**config.mk**
```make
export PLATFORM = sky130hd
export DESIGN_NAME = bgm_sequencer
export DESIGN_NICKNAME = d
export VERILOG_FILES = /design/src/rtl/bgm_sequencer.sv
export SDC_FILE = /design/constraint.sdc
export NUM_CORES = 1
export LEC_CHECK = 0
export BUFFER_PORTS_ARGS = -buffer_cell sky130_fd_sc_hd__buf_2
export CORE_ASPECT_RATIO = 0.75
export CORE_MARGIN = 1.5
export CORE_UTILIZATION = 42
export DETAILED_ROUTE_END_ITERATION = 10
export GPL_TIMING_DRIVEN = 0
export PLACE_DENSITY = 0.63
export SKIP_LAST_GASP = 1
export SLEW_MARGIN = 40
export SYNTH_ARGS = -nofsm -noshare
export SYNTH_HDL_FRONTEND = slang
export SYNTH_SLANG_ARGS = --single-unit
```
**constraint.sdc**
```tcl
create_clock -name Clk -period 6.3 [get_ports Clk]
set_input_delay 1.26 -clock Clk [delete_from_list [all_inputs] [get_ports Clk]]
set_output_delay 1.26 -clock Clk [all_outputs]
set_load 0.01 [all_outputs]
```
**src/rtl/bgm_sequencer.sv**
```systemverilog
// Background-music sequencer: walks a note ROM and emits a fixed-rate square-wave
// PCM stream to the I2S serializer over a valid/ready handshake.
module bgm_sequencer #(
  parameter int unsigned       SAMPLE_DIV = 1042,
  parameter int unsigned       DUR_UNIT   = 256,
  parameter int unsigned       ADDR_W     = 6,
  parameter logic signed [15:0] AMP       = 16'sd4096
) (
  input  logic              Clk,
  input  logic              Reset_n,
  input  logic              start,
  input  logic              stop,
  input  logic              loop_en,
  output logic [ADDR_W-1:0] rom_addr,
  input  logic [19:0]       rom_data,
  output logic [15:0]       sample_data,
  output logic              sample_valid,
  input  logic              sample_ready,
  output logic              busy,
  output logic              done,
  output logic              overrun
);

  localparam int unsigned DIV_W = $clog2(SAMPLE_DIV);
  localparam int unsigned DUR_W = 8 + $clog2(DUR_UNIT) + 1;

  typedef enum logic [1:0] {S_IDLE, S_FETCH, S_WAIT, S_PLAY} state_t;

  state_t           state, state_d;
  logic [DIV_W-1:0] div_cnt;
  logic [11:0]      half_period;
  logic [11:0]      phase_cnt;
  logic [DUR_W-1:0] dur_cnt;
  logic             polarity;
  logic             tick, play_tick;
  logic             start_ok, loop_restart, note_load, note_end, song_done;
  logic [15:0]      sample_val;

  assign busy      = (state != S_IDLE);
  assign tick      = busy && (div_cnt == DIV_W'(SAMPLE_DIV - 1));
  assign play_tick = (state == S_PLAY) && tick && !stop;
  assign sample_val = (half_period == '0) ? '0 : (polarity ? AMP : -AMP);

  always_ff @(posedge Clk or negedge Reset_n) begin
    if (!Reset_n) state <= S_IDLE;
    else          state <= state_d;
  end

  always_comb begin
    state_d      = state;
    start_ok     = 1'b0;
    loop_restart = 1'b0;
    note_load    = 1'b0;
    note_end     = 1'b0;
    song_done    = 1'b0;
    case (state)
      S_IDLE: begin
        if (start && !stop) begin
          state_d  = S_FETCH;
          start_ok = 1'b1;
        end
      end
      S_FETCH: state_d = S_WAIT;
      S_WAIT: begin
        if (rom_data[7:0] == 8'd0) begin
          if (loop_en) begin
            state_d      = S_FETCH;
            loop_restart = 1'b1;
          end else begin
            state_d   = S_IDLE;
            song_done = 1'b1;
          end
        end else begin
          state_d   = S_PLAY;
          note_load = 1'b1;
        end
      end
      S_PLAY: begin
        if (play_tick && dur_cnt == DUR_W'(1)) begin
          state_d  = S_FETCH;
          note_end = 1'b1;
        end
      end
      default: state_d = S_IDLE;
    endcase
    // stop overrides every other transition once playback is underway
    if (stop && state != S_IDLE) begin
      state_d      = S_IDLE;
      loop_restart = 1'b0;
      note_load    = 1'b0;
      note_end     = 1'b0;
      song_done    = 1'b0;
    end
  end

  always_ff @(posedge Clk or negedge Reset_n) begin
    if (!Reset_n) begin
      div_cnt      <= '0;
      rom_addr     <= '0;
      half_period  <= '0;
      phase_cnt    <= '0;
      dur_cnt      <= '0;
      polarity     <= 1'b0;
      sample_data  <= '0;
      sample_valid <= 1'b0;
      done         <= 1'b0;
      overrun      <= 1'b0;
    end else begin
      // divider runs across note boundaries so sample spacing never slips
      div_cnt <= (state == S_IDLE || tick) ? '0 : div_cnt + DIV_W'(1);
      done    <= song_done;

      if (start_ok || loop_restart) rom_addr <= '0;
      else if (note_end)            rom_addr <= rom_addr + ADDR_W'(1);

      if (start_ok) begin
        overrun  <= 1'b0;
        polarity <= 1'b1;
      end

      if (note_load) begin
        half_period <= rom_data[19:8];
        dur_cnt     <= DUR_W'(rom_data[7:0]) * DUR_W'(DUR_UNIT);
        phase_cnt   <= '0;
        polarity    <= 1'b1;
      end else if (play_tick) begin
        dur_cnt <= dur_cnt - DUR_W'(1);
        if (half_period != '0) begin
          if (phase_cnt == half_period - 12'd1) begin
            phase_cnt <= '0;
            polarity  <= ~polarity;
          end else begin
            phase_cnt <= phase_cnt + 12'd1;
          end
        end
      end

      if (play_tick) begin
        sample_data  <= sample_val;
        sample_valid <= 1'b1;
        if (sample_valid && !sample_ready) overrun <= 1'b1;
      end else if (sample_valid && sample_ready) begin
        sample_valid <= 1'b0;
      end
    end
  end

endmodule

```
# [Word level (Yosys, flattened, before mapping)]
# Cells that the tools add are included.
[totals] ff_bits=80 inputBits=26 output_inout_bits=26 wordCells=91
[classes] n_addsub=5 eq_ne=8 mux=43 bitwise=1 n_reduce_logical=23
[ops] op="two-way mux 12 bit" n=4
[ops] op="two-way mux 17 bit" n=2
[ops] op="two-way mux 16 bit" n=2
[ops] op="two-way mux 1 bit" n=27
[ops] op="equality test 17 x 1 -> 1 bit, second input constant" n=1
[ops] op="subtractor 17 x 1 -> 17 bit, second input constant" n=1
[ops] op="adder 12 x 1 -> 12 bit, second input constant" n=1
[ops] op="equality test 12 bit" n=1
[ops] op="zero test 12 bit" n=1
[ops] op="two-way mux 6 bit" n=2
[ops] op="nonzero test 12 bit" n=1
[ops] op="subtractor 12 x 1 -> 12 bit, second input constant" n=1
[ops] op="adder 11 x 1 -> 11 bit, second input constant" n=1
[ops] op="equality test 11 bit, second input constant" n=1
[ops] op="two-way mux 11 bit" n=1
[ops] op="nonzero test 2 bit" n=5
[ops] op="logical AND 1 bit" n=8
[ops] op="zero test 8 bit" n=1
[ops] op="two-way mux 2 bit" n=4
[ops] op="case mux 2 bit (4 select lines)" n=1
[ops] op="adder 6 x 1 -> 6 bit, second input constant" n=1
[ops] op="equality test 2 bit, second input constant" n=2
[ops] op="AND reduction 2 bit" n=2
[ops] op="!= test 3 x 1 -> 1 bit, second input constant" n=1
[ops] op="other kinds (6)" n=8

# [Longest topological paths before layout]
# Gate-level depths: netlist (run 1).
[logic_depth] depth_word=10 ltp_mapped=11 mapped_depth_nobuf=9

# [Least setup slack after synthesis (run 1)]
# OpenSTA, ideal clock, no wires.
[synth_timing] path_kind="in2reg" start="input port stop" end="register dur_cnt[13]" setup_ns=0.083 arrival_time_ns=2.935 required_time_ns=6.217 slack_ns=3.282 path_stages=7 path_buffers=0 path_cell_list="nor3b_1 nand4b_1 nor4_1 nand2_1 or4_1 xor2_1 o21ai_0"
[synth_between] elab_chain_len=3 word_cells_on_any_way=6 cone_classes="mux (2); reduce/logical (4)"
[synth_rtl] item="start: declaration" line_no="12" rtl="input logic stop,"
[synth_rtl] item="logical AND 1 bit / zero test 1 bit (equally long branches)" line_no="87, 41"
[synth_rtl] item="two-way mux 1 bit / logical AND 1 bit (equally long branches)" line_no="87, 41"
[synth_rtl] item="two-way mux 17 bit / nonzero test 2 bit (equally long branches)"
[synth_rtl] item="end signal: assignment" line_no="123" rtl="dur_cnt <= DUR_W'(rom_data[7:0]) * DUR_W'(DUR_UNIT);"
[synth_rtl] item="end signal: assignment" line_no="127" rtl="dur_cnt <= dur_cnt - DUR_W'(1);"
[synth_rtl] item="end: declaration" line_no="33" rtl="logic [DUR_W-1:0] dur_cnt;"
# Parallel ways exist; a longest one is shown, timed or not.
# A chain may end at the register's enable or synchronous reset.

# [Worst setup path after layout (run 1)]
[layout_timing] start="input port rom_data[4]" end="register phase_cnt[5]"
[layout_between] elab_chain_len=6 word_cells_on_any_way=8 cone_classes="mux (4); reduce/logical (4)"
[layout_rtl] item="start: declaration" line_no="15" rtl="input logic [19:0] rom_data,"
[layout_rtl] item="zero test 8 bit (*)" line_no="65" rtl="if (rom_data[7:0] == 8'd0) begin"
[layout_rtl] item="two-way mux 1 bit (*)" line_no="65"
[layout_rtl] item="two-way mux 1 bit (*)" line_no="56" rtl="case (state)"
[layout_rtl] item="two-way mux 1 bit (*)" line_no="87" rtl="if (stop && state != S_IDLE) begin"
[layout_rtl] item="nonzero test 2 bit (no source line)"
[layout_rtl] item="AND reduction 2 bit (no source line)"
[layout_rtl] item="end signal: assignment" line_no="133" rtl="phase_cnt <= phase_cnt + 12'd1;"
[layout_rtl] item="end: declaration" line_no="32" rtl="logic [11:0] phase_cnt;"
# Mark *: on every way between the ends. The rest lies on a longest branch, timed or not.

==> reports/metrics.yaml, run 1 <==
antenna_found_initial: 0
critical_path_class: "in2reg"
period_needed_ns: 3.03
clk_path_buf_depth: 2
clock_latency_ns: 0.33
synthSimpleGateAreaFrac_pct: 24.3
dp_hpwl_um: 6330
critPathTopFamily: "compound AO/OA/AOI/OAI gates"
gp_congestion: 0.792
slowest_stage: "nor4_1"
post_cts_resized: 0
postRouteWirelength_um: 8850
final_cell_mix: "69 x nand2_1, 66 x dfrtp_1, 47 x nor2_1, 38 x buf_2"
hold_violations: 0
pwr_density_cell_nw_per_um2: 374
maxClockFrequency_ghz: 0.330
coreArea_um2: 9050
cts_tree: "done"
drc_errors: 0
rsz0062_at_grt: "no"
start_util_pct: 43.2
cts_buffers: 9
peakVddDrop_mv: 0.149
die_w_um: 114
synthCells: 439
grt_pass1_wl_um: 15100
clock_sinks: 66
tns_ns: 0
track_usage_pct: 19.6
drive_gt1_share_pct: 20.0
min_period_over_period_pct: 48.2
ys_types: 57
yosys.area.top_type: "dfrtp_1"
async_flop_share_pct: 100
portBuffers: 39
wl_per_cell_um: 14.0
clk_pin_slew_worst_paths_ns: 0.06
end_kind: "register"
synth_compound_area_share_pct: 13.6
syn_area_um2: 3910
detail_route.vias_per_cell: 5.05
final_util_pct: 52.2
crit_chain: "buf_2 -> nor4_1 -> a21oi_2 -> a31oi_2 -> and2_1 -> buf_6 -> a22o_2"
pin_count: 52
cts_hold_buf: 0
grt_pass1_vias: 3039
htree_levels: 3
arrival_ns: 3.30
slew_violations: 0
area_growth_pct: 20.9
required_ns: 6.57
cpPeakStageDelay_ns: 0.63
first_pass_iters: 4
synth_edf_count: 0
maxCapViolCount: 0
status: "finished clean"
ys_seq_elements: 66
relSlewSlack_pct: 50.7
gr-total-overflow: 0
fin_skew_ns: 0.00634
root_buffer: "clkbuf_16"
synth_fa_ha_area_share_pct: 3.52
antenna_cells: 0
drtIter0Drc: 196
ys_warn_count: 0
synth_top_family_by_area: "simple AND/OR/NAND/NOR gates"
synth_xor_area_share_pct: 9.87
cts_setup_buffers: 0
final_common_cell: "nand2_1"
p_leak_nw: 2.22
setup_viol: 0
synth_top_cell_area_share_pct: 42.3
worstMarginPinSlew_ns: 0.732
die_area_um2: 9890
ant_nets: 0
cp_num_buf_inv: 2
muxShareOfSynthArea_pct: 0.256
grt_max_degree: 43
synth_ff_type: "dfrtp_1"
avgSynthCellArea_um2: 8.90
start_kind: "input port"
rows: 30
final_nets: 538
die_height_um: 86.5
cp_max_fo: 10
worstHoldPathType: "reg2reg"
synth_top_cells_by_area: "dfrtp_1 42%, nand2_1 6.6%, xnor2_1 4.9%"
yosysSeqAreaShare_pct: 42.3
dr_total_vias: 3203
tightest hold or removal path: stages, from the launching register on:
cell and delay [ns]:
dfrtp_1 0.35, nand2_1 0.05, nand2_1 0.06
synthesized netlist by cell type (all sizes together), types with 2 or more instances:
cell,instances
clkbuf,11
nor2b,3
a21o,9
a22o,8
and3,3
nand2,69
buf,16
inv,19
dfrtp,66
o31ai,2
nand3b,3
or3,6
a21oi,14
nor3,8
o21ai,22
nand2b,4
a31oi,2
nor4,12
o32a,2
nand4b,2
nor2,47
ha,11
xor2,22
xnor2,22
nand4,3
or2,6
a32o,2
nand3,19
and2,2
or4,5
a21boi,2
logic make-up after synthesis:
logic type | count (synthesis)
compound gates | 75
xor+xnor | 44
fa+ha+maj | 11
buf+inv | 46
flops | 66
mux | 1
other cells | 1
simple gates | 195
where the power goes:
part / switching [mW] / total (mW) / internal [mW]
sequential: 0.0884 / 0.586 / 0.498
combinational: 0.327 / 0.549 / 0.221
clock: 0.192 / 0.630 / 0.439
flip-flops by register name, indices dropped and copies added (netlist names), 2 cells and up:
signal / flops
dur_cnt: 17
phase_cnt: 12
div_cnt: 11
state: 2
half_period: 12
rom_addr: 6
sample_data: 2
area by class of cell:
cell class / instances / area, um^2
Buffer: 27 / 165
Clock buffer: 10 / 239
Clock inverter: 6 / 138
Fill cell: 856 / 4330
Inverter: 19 / 71.3
Multi-Input combinational cell: 338 / 2070
Sequential cell: 66 / 1650
Tap cell: 128 / 160
Timing Repair Buffer: 40 / 221
path summary, 6_finish.rpt:
check,start,end,slack (ns),depth (start not counted)
max,rom_data[4],phase_cnt[5],3.27,7
min,sample_data[12],sample_data[12],0.50,2
max reg2reg,half_period[0],phase_cnt[11],3.30,11
min reg2reg,sample_data[12],sample_data[12],0.50,2
max in group asynchronous,Reset_n,phase_cnt[9],5.02,2
min in group asynchronous,Reset_n,div_cnt[1],0.78,1
through the flow:
stage                     hold WS (ns)  cell area [um^2]  cells  total power, mW  setup slack, ns
after detailed placement         0.479              4340    618             1.13             2.94
final                            0.496              4720    634             1.77             3.27
after CTS                        0.494              4720    634             1.77             3.25
after floorplan                  0.440              3950    450            0.982             3.28
after global placement           0.458              4300    617             1.11             2.66
after global routing             0.506              4720    634             1.88             2.98
layer usage:
layer	routed length, um	up-vias	GRT usage (%)	part of all wire (%)
li1	-	1611	-	-
met1	4580	1507	28.6	52
met2	3820	78	29.4	43
met3	397	7	4.13	4.5
met4	57	0	5.45	0.64
met5	0	-	0	0
(Power assumes the default switching activity.)
==> inputs of run 2 (changes only) <==
Settings changed: ABC_AREA from default to 1, PLACE_DENSITY 0.63 to 0.65.
Clock period 6.3 ns to 2.6 ns, I/O delays scaled along.
==> run 2 against run 1 <==
Net effect:
- clock power increased by 90%
- worst hold slack got worse by 0.46 ns
- critical path depth increased by 6
- register-to-register slack got worse by 3.1 ns
- combinational power increased to 3.4 times the previous value
- via count increased by 15%
- global-route usage increased by 1.3 points
- synthesized cell count increased by 26%
- cell count increased by 18%
- cell area increased by 0.87%
- first-iteration DRC count decreased by 2.6%
- utilization decreased by 0.40 points
==> reports/metrics.yaml, run 2 <==
cts_tree: "done"
root_buffer: "clkbuf_16"
final_nets: 654  # +22%
ys_seq_elements: 66  # unchanged
pin_count: 52  # unchanged
maxCapViolCount: 0  # unchanged
synth_top_cell_area_share_pct: 40.9  # -1.4 points
die_w_um: 116  # +1.7%
wl_met2_um: 4130  # +7.9%
critPathTopFamily: "simple AND/OR/NAND/NOR gates"
maxClockFrequency_ghz: 0.424
status: "finished clean"
ys_warn_count: 0  # unchanged
arrival_ns: 2.56  # -0.74 ns
p_leak_nw: 2.49  # +12%
top_layer: "met4"
final_cell_mix: "140 x nand2_1, 83 x inv_1, 66 x dfrtp_1, 53 x nor2_1, 48 x nand3_1"
area_growth_pct: 17.8
drtIter0Drc: 191  # -2.6%
worstMarginPinSlew_ns: 0.542  # -0.190 ns
detail_route.vias_per_cell: 4.91  # -2.8%
async_flop_share_pct: 100  # unchanged
start_util_pct: 44.0  # +0.78 points
drive_gt1_share_pct: 12.6  # -7.4 points
period_needed_ns: 2.36
syn_area_um2: 4040  # +3.5%
hold_violations: 0  # unchanged
clock_latency_ns: 0.33  # about the same
cts_buffers: 9  # unchanged
wl_met1_um: 4690  # +2.4%
critical_path_class: "reg2reg"
wl_per_cell_um: 12.7  # -9.2%
fillCellCount: 921  # +7.6%
drc_errors: 0  # unchanged
grt_pass1_vias: 3495  # +15%
gr-total-overflow: 0  # unchanged
yosysSeqAreaShare_pct: 40.9  # -1.4 points
peakVddDrop_mv: 0.534  # +260%
antenna_cells: 0  # unchanged
postRouteWirelength_um: 9490  # +7.2%
grt_pass1_wl_um: 16200  # +7.2%
seq_area_um2: 1650  # unchanged
tns_ns: 0  # unchanged
relSlewSlack_pct: 63.6  # +13 points
slew_violations: 0  # unchanged
rows: 30  # unchanged
cp_num_buf_inv: 2  # unchanged
synth_edf_count: 0  # unchanged
antenna_found_initial: 0  # unchanged
dp_hpwl_um: 7280  # +15%
first_pass_iters: 5  # +1
rsz0062_at_grt: "no"
design_area_um2: 4760  # +0.87%
portBuffers: 39  # unchanged
htree_levels: 3  # unchanged
setup_viol: 0  # unchanged
worstHoldPathType: "in2async"
coreArea_um2: 9200  # +1.7%
die_height_um: 88.0  # +1.7%
die_area_um2: 10200  # +3.4%
clock_sinks: 66  # unchanged
yosysMostFrequentCell: "nand2_1"
grt_max_degree: 46  # +7.0%
start_kind: "register"
pwr_density_cell_nw_per_um2: 984  # +160%
min_period_over_period_pct: 90.7
crit_chain: "inv_1 -> ha_1 -> nand3_1 -> nor2_1 -> nand2_1 -> nand2_1 -> nand2_1 -> inv_1 -> nand3_1 -> nor2_1 -> nand2_1 -> nand3_1 -> o21ai_0"
largest_reg_flops: 17  # unchanged
multi_input_comb_area_um2: 1980  # -4.3%
synth_ff_type: "dfrtp_1"
ant_nets: 0  # unchanged
top_register: "dur_cnt"
gp_congestion: 0.842  # +6.2%
synthTopCellsByCount: "140 x nand2_1, 83 x inv_1, 66 x dfrtp_1"
dr_wl_met3_um: 575  # +45%
yosys.area.top_type: "dfrtp_1"
required_ns: 2.80  # -3.77 ns
cpPeakStageDelay_ns: 0.37  # -0.26 ns
cp_max_fo: 8  # -2
placed_area_um2: 4470  # +3.0%
synth_top_cells_by_area: "dfrtp_1 41%, nand2_1 13%, inv_1 7.7%"
dr_total_vias: 3678  # +15%
final_common_cell: "nand2_1"
slowest_stage: "dfrtp_1"
top_regs: "dur_cnt: 17 flops, half_period: 12 flops, phase_cnt: 12 flops"
track_usage_pct: 20.8  # +1.3 points
fin_skew_ns: 0.00996  # +0.00362 ns
ys_types: 37  # -35%
end_kind: "register"
avgSynthCellArea_um2: 7.28  # -18%
clk_path_buf_depth: 2  # unchanged
synthCells: 555  # +26%
clk_pin_slew_worst_paths_ns: 0.06  # about the same
cp_common_cell: "nand2_1"
[run 2: cell count changes in the layout (fill, tap and decap cells not counted), sizes merged, moves of 6 or more]
cell,before,now
nand2,69,143
a21o,9,3
xnor2,22,6
o21ai,22,37
inv,19,84
nand4,3,9
nor3,8,22
nor2,47,55
or3,6,0
or2,6,0
a22o,8,0
nand3,19,48
nor4,12,1
xor2,22,14
[run 2: cells by family after synthesis]
logic type,Yosys count,share of synthesized area [%]
buffers and inverters,104,11.1
AND/OR/NAND/NOR,287,31.1
XOR/XNOR,20,4.33
flip-flops,66,40.9
AO/OA/AOI/OAI,66,9.07
adder cells (fa/ha/maj),11,3.40
other,1,0.0928
[run 2: timing repair]
item | CTS | global route
endpoints found under the setup margin | 0 | 1
gates resized for setup | 0 | 1
hold buffers | 0 | 0
hold endpoints to repair | 0 | 0
buffers inserted | 0 | 0
[run 2: path summary, 6_finish.rpt]
check	endpoint	depth (start not counted)	slack [ns]	start
max reg2reg	phase_cnt[5]	13	0.24	half_period[0]
max in group asynchronous	polarity	2	2.07	Reset_n
max	phase_cnt[5]	13	0.24	half_period[0]
min	half_period[7]	1	0.03	Reset_n
min in group Clk	half_period[5]	3	0.39	rom_data[13]
min reg2reg	overrun	2	0.48	overrun
[run 2: area by class of cell]
| type | count | area share [%] |
|---|---|---|
| timing repair buffer | 40 | 4.81 |
| buffer | 20 | 2.84 |
| multi-input combinational | 396 | 41.7 |
| tap | 128 | 3.36 |
| inverter | 84 | 6.62 |
| sequential | 66 | 34.7 |
| clock inverter | 3 | 0.841 |
| clock buffer | 12 | 5.18 |
[run 2: worst register-to-register path, stage by stage, from the launching register on]
cell and delay (ns):
dfrtp_1 0.37, inv_1 0.12, ha_1 0.24, nand3_1 0.18, nor2_1 0.27, nand2_1 0.08, nand2_1 0.08, nand2_1 0.05
inv_1 0.05, nand3_1 0.06, nor2_1 0.23, nand2_1 0.27, nand3_1 0.14, o21ai_0 0.10
[run 2: power breakdown]
| group | total [mW] | leakage [nW] | internal [mW] | switching (mW) |
|---|---|---|---|---|
| logic | 1.88 | 1.47 | 0.668 | 1.22 |
| registers | 1.61 | 0.873 | 1.33 | 0.277 |
| clock network | 1.20 | 0.142 | 0.760 | 0.436 |
| total | 4.69 | 2.49 | 2.76 | 1.93 |
[run 2: per-layer routing]
| metal | track usage, % | up-vias |
|---|---|---|
| met5 | 0 | - |
| met4 | 6.10 | 0 |
| met3 | 5.54 | 9 |
| met2 | 33.2 | 103 |
| met1 | 28.1 | 1695 |
| li1 | - | 1871 |
[run 2: stage by stage]
stage / util (%) / hold slack (ns) / std cells / total power [mW] / setup WS (ns)
after floorplan: - / 0.224 / 566 / 2.99 / 0.685
after global placement: 48.3 / 0.474 / 733 / 3.42 / 0.119
after detailed placement: 48.6 / 0.388 / 734 / 3.50 / 0.186
after CTS: 51.8 / 0.0299 / 749 / 4.73 / 0.262
after global routing: 51.8 / 0.0435 / 749 / 5.11 / 0.0291
final: 51.8 / 0.0347 / 749 / 4.69 / 0.241
==> inputs of run 3 (changes only) <==
Settings changed: ABC_AREA 1 to default, PLACE_DENSITY 0.65 to 0.66.
==> run 3 against run 2 <==
Net effect:
- worst hold slack worse by 0.018 ns
- combinational power fell by 15%
- total power decreased by 12%
- critical endpoint is now phase_cnt[7]
==> reports/metrics.yaml, run 3 (synthesis results as in run 1) <==
start_kind: "register"
first_pass_iters: 4  # -1
fin_ws_ns: 0.0701  # -0.171 ns
start_util_pct: 43.2  # -0.78 points
slew_violations: 0  # unchanged
relSlewSlack_pct: 48.3  # -15 points
cp_max_fo: 4  # -4
placed_area_um2: 4350  # -2.8%
worstHoldPathType: "in2async"
maxClockFrequency_ghz: 0.395  # -6.8%
tns_ns: 0  # unchanged
critPathTopFamily: "compound AO/OA/AOI/OAI gates"
portBuffers: 39  # unchanged
die_area_um2: 9890  # -3.3%
antenna_found_initial: 0  # unchanged
root_buffer: "clkbuf_16"
clock_latency_ns: 0.34  # about the same
cts_tree: "done"
fillCellCount: 807  # -12%
clk_pin_slew_worst_paths_ns: 0.05  # about the same
die_height_um: 86.5  # -1.6%
rsz0062_at_grt: "yes"
startpoint: "half_period[4]"
clk_path_buf_depth: 2  # unchanged
drtIter0Drc: 211  # +10%
final_common_cell: "nand2_1"
hold_violations: 0  # unchanged
antenna_cells: 0  # unchanged
holdWs_ns: 0.0169  # -0.0178 ns
r2r-start: "half_period[4]"
detail_route.vias_per_cell: 5.10  # +3.9%
clock_sinks: 66  # unchanged
fin_skew_ns: 0.00666  # -0.00330 ns
end_kind: "register"
gp_congestion: 0.807  # -4.1%
dr_total_vias: 3301  # -10%
grt_max_degree: 50  # +8.7%
final_cell_mix: "69 x nand2_1, 63 x dfrtp_1, 47 x nor2_1, 38 x buf_2, 31 x buf_4"
preCtsSetupSlack_ns: -0.368  # -0.554 ns
cpPeakStageDelay_ns: 0.56  # +0.19 ns
cp_num_buf_inv: 2  # unchanged
finalPower_mw: 4.13  # -12%
min_period_over_period_pct: 97.3  # +6.6 points
cp_common_cell: "buf_4"
arrival_ns: 2.76  # +0.20 ns
period_needed_ns: 2.53  # +0.171 ns
track_usage_pct: 19.4  # -1.4 points
top_register: "dur_cnt"
critical_path_class: "reg2reg"
drc_errors: 0  # unchanged
drive_gt1_share_pct: 25.4  # +13 points
reg2regPathDepth: 9  # -4
grt_pass1_wl_um: 14900  # -8.3%
path_depth: 9  # -4
dp_hpwl_um: 6220  # -14%
cts_buffers: 9  # unchanged
postRouteWirelength_um: 9130  # -3.9%
p_leak_nw: 2.26  # -9.2%
crit_chain: "or4_4 -> buf_4 -> nor4_4 -> a21oi_1 -> a31oi_2 -> a31oi_4 -> buf_4 -> a21o_2 -> a22o_2"
coreArea_um2: 9050  # -1.6%
wl_per_cell_um: 14.1  # +11%
reg2reg_to: "phase_cnt[7]"
slowest_stage: "or4_4"
rows: 30  # unchanged
r2r_setup_slack_ns: 0.07  # -0.17 ns
gr-total-overflow: 0  # unchanged
setup.worst_path.end: "phase_cnt[7]"
htree_levels: 3  # unchanged
setup_viol: 0  # unchanged
required_ns: 2.83  # +0.03 ns
pin_count: 52  # unchanged
peakVddDrop_mv: 0.419  # -21%
pwr_density_cell_nw_per_um2: 853  # -13%
maxCapViolCount: 0  # unchanged
top_regs: "dur_cnt: 17 flops, half_period: 12 flops, phase_cnt: 12 flops"
largest_reg_flops: 17  # unchanged
ant_nets: 0  # unchanged
status: "finished clean"
design_area_um2: 4850  # +1.8%
grt_pass1_vias: 3040  # -13%
area_growth_pct: 24.1
worstMarginPinSlew_ns: 0.768  # +0.226 ns
final_nets: 551  # -16%
die_w_um: 114  # -1.7%
-- run 3: stage by stage --
stage / std cells / utilization, %
floorplan: 450 / -
global placement: 617 / 47.6
detailed placement: 618 / 48.1
CTS: 639 / 52.3
global route: 647 / 53.6
finish: 647 / 53.6
-- run 3: layout make-up --
class / instances / area, um^2 / share of cell area, %
Multi-Input combinational cell: 338 / 2200 / 45.4
Sequential cell: 66 / 1660 / 34.2
Timing Repair Buffer: 56 / 349 / 7.20
Clock buffer: 13 / 250 / 5.16
Tap cell: 128 / 160 / 3.30
Buffer: 24 / 148 / 3.05
Inverter: 19 / 71.3 / 1.47
Clock inverter: 3 / 15.0 / 0.310
-- run 3: power by group --
part | total (mW) | switching (mW) | internal [mW]
registers | 1.43 | 0.220 | 1.21
logic | 1.60 | 0.919 | 0.678
clock network | 1.10 | 0.438 | 0.667
-- run 3: worst register-to-register path: cells and delay by family (launching register included) --
| family | cells | cell delay, ns |
|---|---|---|
| AOI/OAI and AO/OA | 5 | 0.93 |
| and+or+nand+nor | 2 | 0.74 |
| DFF | 1 | 0.42 |
| buffers and inverters | 2 | 0.35 |
-- run 3: worst min path at each step --
stage	start	slack (ns)	end
floorplan	Reset_n	0.22	div_cnt[0]
global placement	overrun	0.46	overrun
detailed placement	Reset_n	0.37	div_cnt[0]
CTS	Reset_n	0.01	div_cnt[0]
global route	Reset_n	0.02	div_cnt[0]
finish	Reset_n	0.02	div_cnt[0]
-- run 3: what timing repair did --
item | in CTS | in global routing
endpoints found under the setup margin | 23 | 29
endpoints found under the hold margin | 0 | 0
hold buffers | 0 | 0
pin swaps | 4 | 6
gates resized for setup | 15 | 12
buffers inserted | 6 | 10
-- run 3: routing by layer --
layer	share of wire [%]	global-route usage (%)	up-vias
li1	-	-	1640
met1	50	28.8	1560
met2	42	26.6	85
met3	6.7	5.87	16
met4	1.5	6.59	0
met5	0	0	-
